File: src/rtl/inst_fetch_if.sv
// rtl/inst_fetch_if.sv - memory byte bus and instruction slot signals of the fetch unit
interface inst_fetch_if;
    logic        mem_req_o;
    logic [31:0] mem_addr_o;
    logic [7:0]  mem_byte_i;
    logic        mem_byte_valid_i;
    logic        stall_i;
    logic        inst_valid_o;
    logic [31:0] inst_o;
    logic [31:0] pc_o;

    modport master (
        output mem_req_o,
        output mem_addr_o,
        input  mem_byte_i,
        input  mem_byte_valid_i,
        input  stall_i,
        output inst_valid_o,
        output inst_o,
        output pc_o
    );

    modport slave (
        input  mem_req_o,
        input  mem_addr_o,
        output mem_byte_i,
        output mem_byte_valid_i,
        output stall_i,
        input  inst_valid_o,
        input  inst_o,
        input  pc_o
    );
endinterface

File: src/rtl/inst_fetch.sv
// rtl/inst_fetch.sv - byte-serial instruction fetch with one output slot and one hold word
module inst_fetch #(
    parameter logic [31:0] RESET_PC = 32'h0000_0000
) (
    input  logic          clk_in,
    input  logic          rst_in,
    input  logic          rdy_in,
    input  logic          redirect_i,
    input  logic [31:0]   redirect_pc_i,
    inst_fetch_if.master  bus_if
);
    localparam logic [1:0] S_IDLE  = 2'd0;
    localparam logic [1:0] S_FETCH = 2'd1;
    localparam logic [1:0] S_HOLD  = 2'd2;

    logic [1:0]  state_q, state_d;
    logic [31:0] pc_q, pc_d;
    logic [1:0]  cnt_q, cnt_d;
    logic [31:0] buf_q, buf_d;
    logic [31:0] hold_pc_q, hold_pc_d;
    logic        valid_q, valid_d;
    logic [31:0] inst_q, inst_d;
    logic [31:0] pc_out_q, pc_out_d;

    logic        accept;
    logic [31:0] word;

    assign accept = valid_q && !bus_if.stall_i;
    assign word   = {bus_if.mem_byte_i, buf_q[23:0]};

    always_comb begin
        state_d   = state_q;
        pc_d      = pc_q;
        cnt_d     = cnt_q;
        buf_d     = buf_q;
        hold_pc_d = hold_pc_q;
        valid_d   = valid_q;
        inst_d    = inst_q;
        pc_out_d  = pc_out_q;
        if (rdy_in) begin
            // A redirect overrides any byte, completion or acceptance in the same cycle.
            if (redirect_i) begin
                pc_d    = redirect_pc_i;
                cnt_d   = 2'd0;
                buf_d   = 32'h0;
                valid_d = 1'b0;
                state_d = S_FETCH;
            end else begin
                case (state_q)
                    S_IDLE: state_d = S_FETCH;
                    S_FETCH: begin
                        if (accept) valid_d = 1'b0;
                        if (bus_if.mem_byte_valid_i) begin
                            buf_d[{cnt_q, 3'b000} +: 8] = bus_if.mem_byte_i;
                            cnt_d = cnt_q + 2'd1;
                            if (cnt_q == 2'd3) begin
                                pc_d = pc_q + 32'd4;
                                if (!valid_q || accept) begin
                                    valid_d  = 1'b1;
                                    inst_d   = word;
                                    pc_out_d = pc_q;
                                end else begin
                                    buf_d     = word;
                                    hold_pc_d = pc_q;
                                    state_d   = S_HOLD;
                                end
                            end
                        end
                    end
                    S_HOLD: begin
                        if (accept) begin
                            valid_d  = 1'b1;
                            inst_d   = buf_q;
                            pc_out_d = hold_pc_q;
                            state_d  = S_FETCH;
                        end
                    end
                    default: state_d = S_IDLE;
                endcase
            end
        end
    end

    always_ff @(posedge clk_in) begin
        if (rst_in) begin
            state_q   <= S_IDLE;
            pc_q      <= RESET_PC;
            cnt_q     <= 2'd0;
            buf_q     <= 32'h0;
            hold_pc_q <= 32'h0;
            valid_q   <= 1'b0;
            inst_q    <= 32'h0;
            pc_out_q  <= 32'h0;
        end else begin
            state_q   <= state_d;
            pc_q      <= pc_d;
            cnt_q     <= cnt_d;
            buf_q     <= buf_d;
            hold_pc_q <= hold_pc_d;
            valid_q   <= valid_d;
            inst_q    <= inst_d;
            pc_out_q  <= pc_out_d;
        end
    end

    // cnt is always 0 outside FETCH, but the address is gated to pc there explicitly.
    assign bus_if.mem_req_o    = (state_q == S_FETCH);
    assign bus_if.mem_addr_o   = (state_q == S_FETCH) ? pc_q + {30'd0, cnt_q} : pc_q;
    assign bus_if.inst_valid_o = valid_q;
    assign bus_if.inst_o       = inst_q;
    assign bus_if.pc_o         = pc_out_q;
endmodule

File: src/flat_wrapper.sv
// flat-port wrapper written by rule: the top's interface ports become plain ports
module inst_fetch_flat 
#(
    parameter logic [31:0] RESET_PC = 32'h0000_0000
)
  (clk_in, rst_in, rdy_in, redirect_i, redirect_pc_i, bus_if_mem_req_o, bus_if_mem_addr_o, bus_if_mem_byte_i, bus_if_mem_byte_valid_i, bus_if_stall_i, bus_if_inst_valid_o, bus_if_inst_o, bus_if_pc_o);
  inst_fetch_if bus_if_i ();
  input  logic clk_in;
  input  logic rst_in;
  input  logic rdy_in;
  input  logic redirect_i;
  input  logic [31:0] redirect_pc_i;
  output wire logic [$bits(bus_if_i.mem_req_o)-1:0] bus_if_mem_req_o;
  output wire logic [$bits(bus_if_i.mem_addr_o)-1:0] bus_if_mem_addr_o;
  input wire logic [$bits(bus_if_i.mem_byte_i)-1:0] bus_if_mem_byte_i;
  input wire logic [$bits(bus_if_i.mem_byte_valid_i)-1:0] bus_if_mem_byte_valid_i;
  input wire logic [$bits(bus_if_i.stall_i)-1:0] bus_if_stall_i;
  output wire logic [$bits(bus_if_i.inst_valid_o)-1:0] bus_if_inst_valid_o;
  output wire logic [$bits(bus_if_i.inst_o)-1:0] bus_if_inst_o;
  output wire logic [$bits(bus_if_i.pc_o)-1:0] bus_if_pc_o;
  assign bus_if_mem_req_o = bus_if_i.mem_req_o;
  assign bus_if_mem_addr_o = bus_if_i.mem_addr_o;
  assign bus_if_i.mem_byte_i = bus_if_mem_byte_i;
  assign bus_if_i.mem_byte_valid_i = bus_if_mem_byte_valid_i;
  assign bus_if_i.stall_i = bus_if_stall_i;
  assign bus_if_inst_valid_o = bus_if_i.inst_valid_o;
  assign bus_if_inst_o = bus_if_i.inst_o;
  assign bus_if_pc_o = bus_if_i.pc_o;
  inst_fetch #(.RESET_PC(RESET_PC)) u_core (.clk_in(clk_in), .rst_in(rst_in), .rdy_in(rdy_in), .redirect_i(redirect_i), .redirect_pc_i(redirect_pc_i), .bus_if(bus_if_i));
endmodule
File: config.mk
export PLATFORM = sky130hd
export DESIGN_NAME = inst_fetch_flat
export DESIGN_NICKNAME = d
export VERILOG_FILES = /design/src/rtl/inst_fetch_if.sv /design/src/rtl/inst_fetch.sv /design/src/flat_wrapper.sv
export SDC_FILE = /design/constraint.sdc
export NUM_CORES = 1
export LEC_CHECK = 0
export CORE_MARGIN = 5
export CORE_UTILIZATION = 50
export CTS_BUF_LIST = sky130_fd_sc_hd__clkbuf_8
export DETAILED_ROUTE_END_ITERATION = 8
export PLACE_DENSITY = 0.79
export SLEW_MARGIN = 20
export SYNTH_ARGS = -nofsm -noshare
export SYNTH_HDL_FRONTEND = slang
export SYNTH_SLANG_ARGS = --single-unit
File: constraint.sdc
create_clock -name clk_in -period 2.7 [get_ports clk_in]
set_clock_uncertainty 0.05 [all_clocks]
set_input_delay 0.405 -clock clk_in [delete_from_list [all_inputs] [get_ports clk_in]]
set_output_delay 0.405 -clock clk_in [all_outputs]
set_load 0.01 [all_outputs]
### Word level (Yosys, flattened, before mapping)

Cells that the tools add are included.

| storage, ports and cells | value |
|---|---|
| flip-flop bits (word level) | 165 |
| bits in latches | 0 |
| RAM bits | 0 |
| memory bits (read-only) | 0 |
| input port bits | 46 |
| output and inout port bits | 98 |
| logic and storage cells | 83 |
| memories kept | 0 |

| cells by class | value |
|---|---|
| $add $sub $neg | 4 |
| multipliers | 0 |
| div/mod/pow operators | 0 |
| magnitude comparators | 0 |
| equal/unequal tests | 12 |
| shifts and indexed selects | 2 |
| muxes and demuxes | 37 |
| bitwise logic cells | 2 |
| reductions and logical operators | 17 |

Operator list:

| cell | count |
|---|---|
| $mux W32 | 18 |
| $pmux W32 S2 | 2 |
| $add A32 B2 Y32 | 1 |
| $add A32 B3 Y32 const B | 1 |
| $bwmux W32 | 1 |
| $shift A8 B7 Y32 const A | 1 |
| $shiftx A8 B7 Y32 | 1 |
| $mux W2 | 8 |
| $ne A3 B2 Y1 const B | 3 |
| $ne A2 B1 Y1 const B | 4 |
| $reduce_and A4 Y1 | 2 |
| $reduce_bool A2 Y1 | 4 |
| $neg A5 Y7 | 1 |
| $reduce_and A7 Y1 | 1 |
| $mux W1 | 6 |
| $ne A3 B3 Y1 const B | 2 |
| $pmux W2 S3 | 1 |
| $reduce_and A3 Y1 | 2 |
| $reduce_and A6 Y1 | 1 |
| $reduce_and A5 Y1 | 1 |
| $eq A2 B2 Y1 const B | 2 |
| $reduce_bool A3 Y1 | 1 |
| $add A2 B1 Y2 const B | 1 |
| $eq A2 B1 Y1 const B | 1 |
| other kinds (6) | 8 |

### Longest topological paths before layout

| logic depth | value |
|---|---|
| depth in word-level cells | 8 |
| depth in mapped cells | 8 |

### Worst setup path before layout

Ideal clock, no wire load.

| timing path | value |
|---|---|
| path kind | register to output |
| start | register u_core.cnt_q[0] |
| end | output bus_if_mem_addr_o[26] |
| arrival time | 2422 ps |
| required time | 2245 ps |
| slack | -177 ps |
| stages on the path, launching flop included | 8 |
| path buffers | 0 |
| cell sequence | dfxtp_1 > ha_1 > inv_1 > fa_1 > nor3b_1 > and4bb_2 > nand4_1 > xnor2_1 |

| on the way | value |
|---|---|
| longest elaborated chain between the ends | 2 |

RTL lines:

| element | RTL line | text |
|---|---|---|
| from (decl) | inst_fetch.sv:18 | `logic [1:0] cnt_q, cnt_d;` |
| from (signal assigned) | inst_fetch.sv:97 | `cnt_q <= cnt_d;` |
| $add A32 B2 Y32 | inst_fetch.sv:108 | `assign bus_if.mem_addr_o = (state_q == S_FETCH) ? pc_q + {30'd0, cnt_q} : pc_q;` |
| $mux W32 | inst_fetch.sv:108 |  |
| to (decl) | flat_wrapper.sv:14 | `output wire logic [$bits(bus_if_i.mem_addr_o)-1:0] bus_if_mem_addr_o;` |

No other way between the ends.

### Final worst setup path

Same ends and word-level chain as after synthesis.

==> metrics.csv <==
metric;value;unit
grt_usage;0.2601;
met2_length;12210;um
netlist_area;8222;um^2
hold_buffers;0;
grt_max_degree;68;
routed.top_layer;met4;
dr.pass1.iters;5;
layout-drive-gt1-share;0.2063;
cp.required;2.25;ns
dp_cells;1359;
drv_slew;0;
clock-sinks;165;
drtIter0Drc;912;
ys.flop_type;dfxtp_1;
cp.arrival;2.44;ns
port-buffer-count;143;
core-area;16000;um^2
drt-total-wl;26310;um
path_clk_slew;0.10;ns
total_power;4.940;mW
synth_area_per_cell;8.181;um^2
detail_route.wl_per_cell;18.62;um
syn_to_final_growth;35.41;%
intPower;3.456;mW
clock_latency;0.46;ns
slew_headroom;0.3194;
fin_ws;-0.1935;ns
ys_ff_latch;165;
synth_top_cell_by_area;dfxtp_1;
yosys_warnings;0;
setup_viol;20;
gp_congestion;0.9547;
vias;8384;
drv_cap;0;
cts_made_buffers;17;
grt_pass1_vias;7659;
end_kind;primary output;
max_freq;345.6;MHz
placementRows;46;
dp_hpwl;18400;um
p_clk_frac;0.358;
drc;0;
die_w;138.2;um
startpoint_type;flop;
antenna_found_initial;0;
power_switching;1.484;mW
holdCritPathClass;in -> reg;
yosysMostFrequentCell;nand2_1;
cts_tree;done;
layout.nets;1240;
postLayoutCoreUtil;0.6958;
synth_cell_types;69;
start_util;0.5138;
crit_path_max_fanout;2;
async_flop_share;0;
synth_area_leaders;dfxtp_1 (40%), nand2_1 (9.4%), mux2i_1 (8.0%), a21oi_1 (4.6%), a211oi_1 (3.7%);
fin_hold_ws;0.2944;ns
viasPerCell;5.933;
yosysSeqAreaShare;0.4018;
tns;-1.598;ns
die_y;138.2;um
final_cell_count_no_fill;1413;
met3WireLength;2567;um
irDropWorstVdd;327.7;uV
ios;144;
rsz0062_at_grt;yes;
grt_pass1_wl;41170;um
gr-total-overflow;0;
synth_top_area_share;0.4018;
clk_path_buf_depth;2;
synth_edf_count;0;
drtAntennaViolNets;0;
cts-root-buf;clkbuf_8;
crit_type;reg -> out;
fin_crit;2.894;ns
die-area;19110;um^2
violations;setup timing;
netSwitchingFraction;0.3005;
pwr-share-comb;0.128;
met1Wirelength;10930;um
yosys-top-cells-count;nand2_1 (205), dfxtp_1 (165), a21oi_1 (75);
hold_violations;0;
status;complete, but fails checks;
cts_max_level;4;
worst_pin_slew;1.021;ns
p_per_area;443.7;nW/um^2
seq_power_share;0.514;
p_leak;4.567;nW
syn_nets;1061;
syn_inst;1005;
diodes;0;
finalCritPeriodShare;1.072;
-- logic make-up (layout without fill, tap and decap cells) --
logic type / Yosys count / count (layout) / synth area share
AND/OR/NAND/NOR: 424 / 425 / 0.2453
XOR/XNOR: 30 / 30 / 0.03196
buffers and inverters: 109 / 300 / 0.05813
flip-flops: 165 / 165 / 0.4018
AO/OA/AOI/OAI: 201 / 201 / 0.1663
multiplexers: 66 / 66 / 0.08035
adder cells (fa/ha/maj): 10 / 10 / 0.01613
-- sequential cells by signal, summed over array words and instances, names as in the netlist --
| name | count |
|---|---|
| u_core.buf_q | 32 |
| u_core.bus_if.inst_o | 32 |
| u_core.bus_if.pc_o | 32 |
| u_core.hold_pc_q | 32 |
| u_core.pc_q | 32 |
| u_core.cnt_q | 2 |
| u_core.state_q | 2 |
| u_core.bus_if.inst_valid_o | 1 |
-- critical path, stage by stage (launching register included) --
cell      delay [ns]
dfxtp_2         0.37
ha_4            0.14
inv_2           0.03
fa_2            0.37
nor3b_4         0.23
and4bb_2        0.30
buf_6           0.11
nand4_1         0.11
xnor2_1         0.17
buf_2           0.15
-- worst paths after layout --
path	from	end	slack [ns]	cells past startpoint
max	u_core.cnt_q[0]$_SDFFE_PP0P_	bus_if_mem_addr_o[26]	-0.19	9
min	rst_in	u_core.state_q[1]$_SDFFE_PP0P_	0.29	2
max reg2reg	u_core.cnt_q[0]$_SDFFE_PP0P_	u_core.buf_q[28]$_SDFFE_PP0P_	0.21	6
min reg2reg	u_core.buf_q[13]$_SDFFE_PP0P_	u_core.bus_if.inst_o[13]$_SDFFE_PP0P_	0.40	2
-- metrics by stage --
step / worst slack [ns] / area (um^2)
final: -0.1935 / 11130
after global placement: -0.1252 / 10260
after detailed placement: -0.1200 / 10260
after floorplan: 0.06315 / 8227
after CTS: -0.2190 / 10930
after global routing: -0.2981 / 11130
-- power groups by stage --
stage | Clock [mW] | Sequential, mW | Combinational, mW
detailed placement | 0 | 2.59 | 0.623
floorplan | 0 | 2.57 | 0.323
finish | 1.77 | 2.54 | 0.632
global route | 1.90 | 2.54 | 0.674
global placement | 0 | 2.58 | 0.617
CTS | 1.80 | 2.53 | 0.612
-- cell type report --
cell class / count / area (um^2)
inverters: 14 / 52.55
repair buffers: 254 / 2280
well taps: 216 / 270.3
fillers: 1230 / 4867
multi-input cells: 732 / 4817
clock inverters: 15 / 157.7
flip-flops and latches: 165 / 3322
clock buffers: 17 / 234.0
-- what timing repair did --
item,4_1_cts,5_1_grt
gates resized for setup,168,36
setup endpoints to repair,31,28
gates cloned,1,1
buffers inserted,17,5
pin swaps,31,28
-- placed cells by master (no fill, tap or decap), types with 11 or more instances in the layout --
cell,Yosys,layout
a211oi_1,41,41
a21oi_1,75,73
buf_2,12,27
buf_4,8,88
buf_6,3,17
clkbuf_8,0,17
clkdlybuf4s50_1,0,110
dfxtp_1,165,150
dfxtp_2,0,15
inv_1,14,14
mux2i_1,66,66
nand2_1,205,200
nand3_1,27,25
nand4_1,26,26
nor2_1,70,68
nor3_1,17,12
o21ai_0,14,13
xnor2_1,16,11
xor2_1,14,12
-- routing by layer --
layer  vias up  global-route usage
met3        63             0.05345
met4         0             0.08476
li1       3941                   -
met2       507              0.4126
met1      3873              0.3562
met5         -                   0
(Power assumes the default switching activity.)
